`src/rtl/gsens_tilt_filter.sv`:
```
`default_nettype none
// gsens_tilt_filter -- per-axis block-averaged accelerometer tilt with saturation and dead zone
// Rev 1.0
module gsens_tilt_filter #(
   parameter int DATA_W   = 10,
   parameter int OUT_W    = 4,
   parameter int AXES     = 2,
   parameter int AVG_LOG2 = 2,
   parameter int DEADZONE = 1,
   parameter int AXIS_W   = (AXES > 1) ? $clog2(AXES) : 1
) (
   input  logic                  clk,
   input  logic                  reset,
   input  logic [DATA_W-1:0]     iDIG,
   input  logic [AXIS_W-1:0]     iAXIS,
   input  logic                  iVALID,
   input  logic                  iHOLD,
   output logic [AXES*OUT_W-1:0] tilt_amount,
   output logic [AXES-1:0]       tilt_direction,
   output logic                  oUPD,
   output logic [AXIS_W-1:0]     oUPD_AXIS,
   output logic                  oDROP
);
   localparam int                ACC_W    = DATA_W + AVG_LOG2;
   localparam int                CNT_W    = (AVG_LOG2 > 0) ? AVG_LOG2 : 1;
   localparam logic [CNT_W-1:0]  CNT_LAST = CNT_W'((1 << AVG_LOG2) - 1);
   localparam logic [DATA_W-2:0] MAG_MAX  = '1;

   logic signed [ACC_W-1:0] acc_q [AXES];
   logic [CNT_W-1:0]        cnt_q [AXES];
   logic [DATA_W-1:0]       s2_avg_q;
   logic [AXIS_W-1:0]       s2_axis_q;
   logic                    s2_vld_q;
   logic [AXES*OUT_W-1:0]   amt_q;
   logic [AXES-1:0]         dir_q;
   logic                    upd_q;
   logic [AXIS_W-1:0]       upd_axis_q;
   logic                    drop_q;

   logic                    in_range;
   logic                    accept;
   logic                    last;
   logic signed [ACC_W-1:0] sel_acc;
   logic [CNT_W-1:0]        sel_cnt;
   logic signed [ACC_W-1:0] sum_d;

   assign in_range = (32'(iAXIS) < AXES);
   assign accept   = iVALID & ~iHOLD & in_range;

   always_comb begin
      sel_acc = '0;
      sel_cnt = '0;
      for (int a = 0; a < AXES; a++) begin
         if (32'(iAXIS) == a) begin
            sel_acc = acc_q[a];
            sel_cnt = cnt_q[a];
         end
      end
   end

   assign sum_d = sel_acc + ACC_W'(signed'(iDIG));
   assign last  = (sel_cnt == CNT_LAST);

   // Stage 1: accumulate; a completed block hands its average (sum >>> AVG_LOG2) to stage 2.
   always_ff @(posedge clk) begin
      if (reset) begin
         for (int a = 0; a < AXES; a++) begin
            acc_q[a] <= '0;
            cnt_q[a] <= '0;
         end
         s2_vld_q  <= 1'b0;
         s2_avg_q  <= '0;
         s2_axis_q <= '0;
         drop_q    <= 1'b0;
      end else begin
         s2_vld_q <= accept & last;
         drop_q   <= iVALID & ~iHOLD & ~in_range;
         if (accept & last) begin
            s2_avg_q  <= sum_d[AVG_LOG2 +: DATA_W];
            s2_axis_q <= iAXIS;
         end
         for (int a = 0; a < AXES; a++) begin
            if (accept && (32'(iAXIS) == a)) begin
               if (last) begin
                  acc_q[a] <= '0;
                  cnt_q[a] <= '0;
               end else begin
                  acc_q[a] <= sum_d;
                  cnt_q[a] <= cnt_q[a] + 1'b1;
               end
            end
         end
      end
   end

   logic                neg;
   logic [DATA_W-1:0]   neg_avg;
   logic [DATA_W-2:0]   mag;
   logic [OUT_W-1:0]    amt_raw;
   logic [OUT_W-1:0]    amt_d;
   logic                dir_d;
   logic                unused_mag;

   assign neg     = s2_avg_q[DATA_W-1];
   assign neg_avg = -s2_avg_q;

   // Negating the most-negative average wraps back to itself; clamp it to full scale.
   always_comb begin
      if (!neg) begin
         mag = s2_avg_q[DATA_W-2:0];
      end else if (neg_avg[DATA_W-1]) begin
         mag = MAG_MAX;
      end else begin
         mag = neg_avg[DATA_W-2:0];
      end
   end

   assign amt_raw    = mag[DATA_W-2 -: OUT_W];
   assign unused_mag = ^mag;

   always_comb begin
      amt_d = amt_raw;
      dir_d = neg;
      if (32'(amt_raw) < DEADZONE) begin
         amt_d = '0;
         dir_d = 1'b0;
      end
   end

   always_ff @(posedge clk) begin
      if (reset) begin
         amt_q      <= '0;
         dir_q      <= '0;
         upd_q      <= 1'b0;
         upd_axis_q <= '0;
      end else begin
         upd_q <= s2_vld_q;
         if (s2_vld_q) begin
            upd_axis_q <= s2_axis_q;
            for (int a = 0; a < AXES; a++) begin
               if (32'(s2_axis_q) == a) begin
                  amt_q[a*OUT_W +: OUT_W] <= amt_d;
                  dir_q[a]                <= dir_d;
               end
            end
         end
      end
   end

   assign tilt_amount    = amt_q;
   assign tilt_direction = dir_q;
   assign oUPD           = upd_q;
   assign oUPD_AXIS      = upd_axis_q;
   assign oDROP          = drop_q;

endmodule
`default_nettype wire

```
`config.mk`:
```
export PLATFORM = sky130hd
export DESIGN_NAME = gsens_tilt_filter
export DESIGN_NICKNAME = d
export VERILOG_FILES = /design/src/rtl/gsens_tilt_filter.sv
export SDC_FILE = /design/constraint.sdc
export NUM_CORES = 1
export LEC_CHECK = 0
export ABC_AREA = 0
export CAP_MARGIN = 25
export CORE_MARGIN = 3
export CORE_UTILIZATION = 51
export DETAILED_ROUTE_END_ITERATION = 7
export PLACE_DENSITY_LB_ADDON = 0.3
export SYNTH_ARGS = -nofsm -noshare
export SYNTH_HDL_FRONTEND = slang
export SYNTH_SLANG_ARGS = --single-unit
```
`constraint.sdc`:
```
create_clock -name clk -period 2.8 [get_ports clk]
set_input_delay 0.28 -clock clk [delete_from_list [all_inputs] [get_ports clk]]
set_output_delay 0.28 -clock clk [all_outputs]
set_load 0.1 [all_outputs]
```
==> impl_metrics.env <==
export IMPL_outcome="finished clean"
export IMPL_diodes=0
export IMPL_core_sq_um=4910
export IMPL_netlist_instances=270
export IMPL_fin_skew_ns=0.0101
export IMPL_hold_path_class="flip-flop to flip-flop"
export IMPL_cts_tree="built"
export IMPL_cp_start_kind="flip-flop"
export IMPL_slew_headroom_pct=46.0
export IMPL_cts_root_buf="clkbuf_8"
export IMPL_async_flop_share_pct=0
export IMPL_drt_wl_total_um=6050
export IMPL_synth_area_top_cells="edfxtp_1, dfxtp_1, nor2_1"
export IMPL_pin_count=28
export IMPL_timing_fmax_ghz=0.386
export IMPL_finalHoldViolCount=0
export IMPL_path_clk_slew_ns=0.09
export IMPL_mappedNetlistNets=297
export IMPL_fin_crit_ns=2.59
export IMPL_nets=350
export IMPL_port_buffers=26
export IMPL_fp_row_count=25
export IMPL_cts_resized=2
export IMPL_drv_cap=0
export IMPL_ys_flop_type="edfxtp_1"
export IMPL_dp_hpwl_um=4450
export IMPL_drv_slew=0
export IMPL_start_util_pct=54.9
export IMPL_grt_max_degree=23
export IMPL_synth_top_area_share_pct=31.2
export IMPL_worst_path_max_delay_cell="fa_1"
export IMPL_antenna_found_initial=0
export IMPL_drc=0
export IMPL_max_stage_delay_ns=0.39
export IMPL_period_share_pct=92.6
export IMPL_clk_path_buf_depth=2
export IMPL_final_common_cell="buf_4"
export IMPL_cts_htree_levels=2
export IMPL_r2r_end="acc_q[1][10]"
export IMPL_fin_area_sq_um=3310
export IMPL_worstPathMaxFanout=3
export IMPL_dr_pass1_iters=4
export IMPL_wl_per_cell_um=15.5
export IMPL_whs_endpoint="tilt_direction[1]"
export IMPL_fp_dieArea_sq_um=6200
export IMPL_post_cts_buffers=0
export IMPL_final_cell_mix="buf_4, nor2_1, edfxtp_1"
export IMPL_placed_area_sq_um=3200
export IMPL_rsz0062_at_grt="false"
export IMPL_ys_warn_count=0
export IMPL_numCtsBuffers=5
export IMPL_postRouteAntennaNets=0
export IMPL_first_global_vias=2215
export IMPL_peakVddDrop_mv=0.280
export IMPL_synth_area_sq_um=2700
export IMPL_ctsHoldBuffers=0
export IMPL_ys_seq_area_share_pct=49.0
export IMPL_ys_ff_latch=52
export IMPL_placed_cells=383
export IMPL_drtIter0Drc=155
export IMPL_r2r_setup_slack_ns=0.21
export IMPL_final_cells=391
export IMPL_vias=2230
export IMPL_hp_start="tilt_direction[1]"
export IMPL_p_seq_share_pct=50.4
export IMPL_fp_dieH_um=78.7
export IMPL_die_w_um=78.7
export IMPL_cp_end_kind="flip-flop"
export IMPL_gr_total_overflow=0
export IMPL_worst_pin_slew_ns=0.808
export IMPL_leakage_nw=1.34
export IMPL_gp_congestion=0.849
export IMPL_numClockSinks=52
export IMPL_critical_path_class="flip-flop to flip-flop"
export IMPL_p_per_area_nw_per_um2=506
export IMPL_reg2reg_from="acc_q[0][0]"
export IMPL_critPathRequiredTime_ns=2.84
export IMPL_finalPower_mw=1.67
export IMPL_grt_util_all_layers_pct=21.0
export IMPL_grt_pass1_wl_um=10200
export IMPL_synth_cell_type_count=51
export IMPL_areaGrowthSynthToFinish_pct=22.6
export IMPL_p_comb_share_pct=20.7
export IMPL_viasPerCell=5.70
export IMPL_clock_latency_ns=0.31
export IMPL_r2r_cells=9
export IMPL_syn_avg_cell_area_sq_um=9.99
export IMPL_worstPathArrival_ns=2.64
export IMPL_drive_gt1_share_pct=20.1
export IMPL_hold_path_depth=2
export IMPL_yosysTopAreaCell="edfxtp_1"
export IMPL_path_cells="mux2_2, ha_1, fa_1, a21o_1, a221oi_1, buf_4, o31a_1, xor2_1, nor2_1"
export IMPL_p_sw_share_pct=26.7
export IMPL_p_clk_share_pct=28.9
export IMPL_p_int_mw=1.23
export IMPL_synth_edf_count=28
export IMPL_setup_viol_count_final=0
export IMPL_switching_power_mw=0.446
power by group through the flow:
stage / Sequential [mW] / Combinational (mW) / Clock (mW)
after global routing: 0.848 / 0.378 / 0.528
after global placement: 0.860 / 0.334 / 0
after detailed placement: 0.861 / 0.343 / 0
after floorplan: 0.861 / 0.197 / 0
final: 0.844 / 0.346 / 0.483
after CTS: 0.844 / 0.346 / 0.493
routing by layer:
layer	vias up	routed length (um)	GRT usage (%)
met5	-	0	0
met4	0	87	8.57
li1	1101	-	-
met1	1048	2640	27.9
met3	10	391	3.40
met2	71	2930	34.3
worst max-delay path, delay by kind of cell, from the launching register on:
family,cells,cell delay (ns)
buf+inv,1,0.18
mux,1,0.27
fa+ha+maj,2,0.60
flops,1,0.36
simple gates,1,0.07
xor+xnor,1,0.20
compound gates,3,0.66
layout make-up:
class	count	area, sq um
fill	405	1600
sequential	52	1320
multi-input combinational	201	1310
timing repair buffer	57	465
clock buffer	7	97.6
tap	67	83.8
inverter	6	22.5
clock inverter	1	8.76
cells in the mapped netlist (7+ instances only):
cell type and instances:
nor2_1 41, edfxtp_1 28, dfxtp_1 24, nand2_1 23, a21oi_1 16, ha_1 11, mux2_2 11, nand3_1 11
o21ai_0 11, a21o_1 7, nor3_1 7, o21a_1 7
flip-flops by register name (all words and copies together) (netlist names):
register and cells:
s2_axis_q 1, tilt_direction 2, s2_avg_q 10, acc_q 24, oUPD_AXIS 1, s2_vld_q 1
oUPD 1, tilt_amount 8, cnt_q 4
worst max-delay path by stage:
stage | from | end | slack, ns | cells past startpoint
after floorplan | iAXIS | acc_q[1][10] | 0.09 | 9
after global placement | iAXIS | acc_q[0][8] | -0.31 | 10
after detailed placement | iAXIS | acc_q[0][8] | -0.36 | 10
after CTS | acc_q[0][0] | acc_q[0][10] | 0.22 | 9
after global routing | acc_q[0][0] | acc_q[0][8] | 0.003 | 9
final | acc_q[0][0] | acc_q[1][10] | 0.21 | 9
kinds of logic after synthesis:
kind of cell               Yosys count  share of synthesized area (%)
muxes                               16                           6.45
buffers and inverters               17                           2.55
adders and majority gates           12                           5.84
and+or+nand+nor                    104                           18.5
xor gates and xnor gates             7                           2.27
AOI/OAI and AO/OA                   61                           15.3
DFF                                 52                           49.0
other                                1                          0.139
metrics by stage:
stage	utilization (%)	setup slack [ns]	setup TNS [ns]	hold slack, ns
6_report	67.3	0.208	0	0.463
5_1_grt	67.3	0.00306	0	0.499
4_1_cts	67.3	0.223	0	0.469
3_5_place_dp	65.1	-0.359	-5.40	0.453
3_3_place_gp	65.1	-0.315	-4.49	0.441
2_1_floorplan	-	0.0927	0	0.437
(Power assumes the default switching activity.)
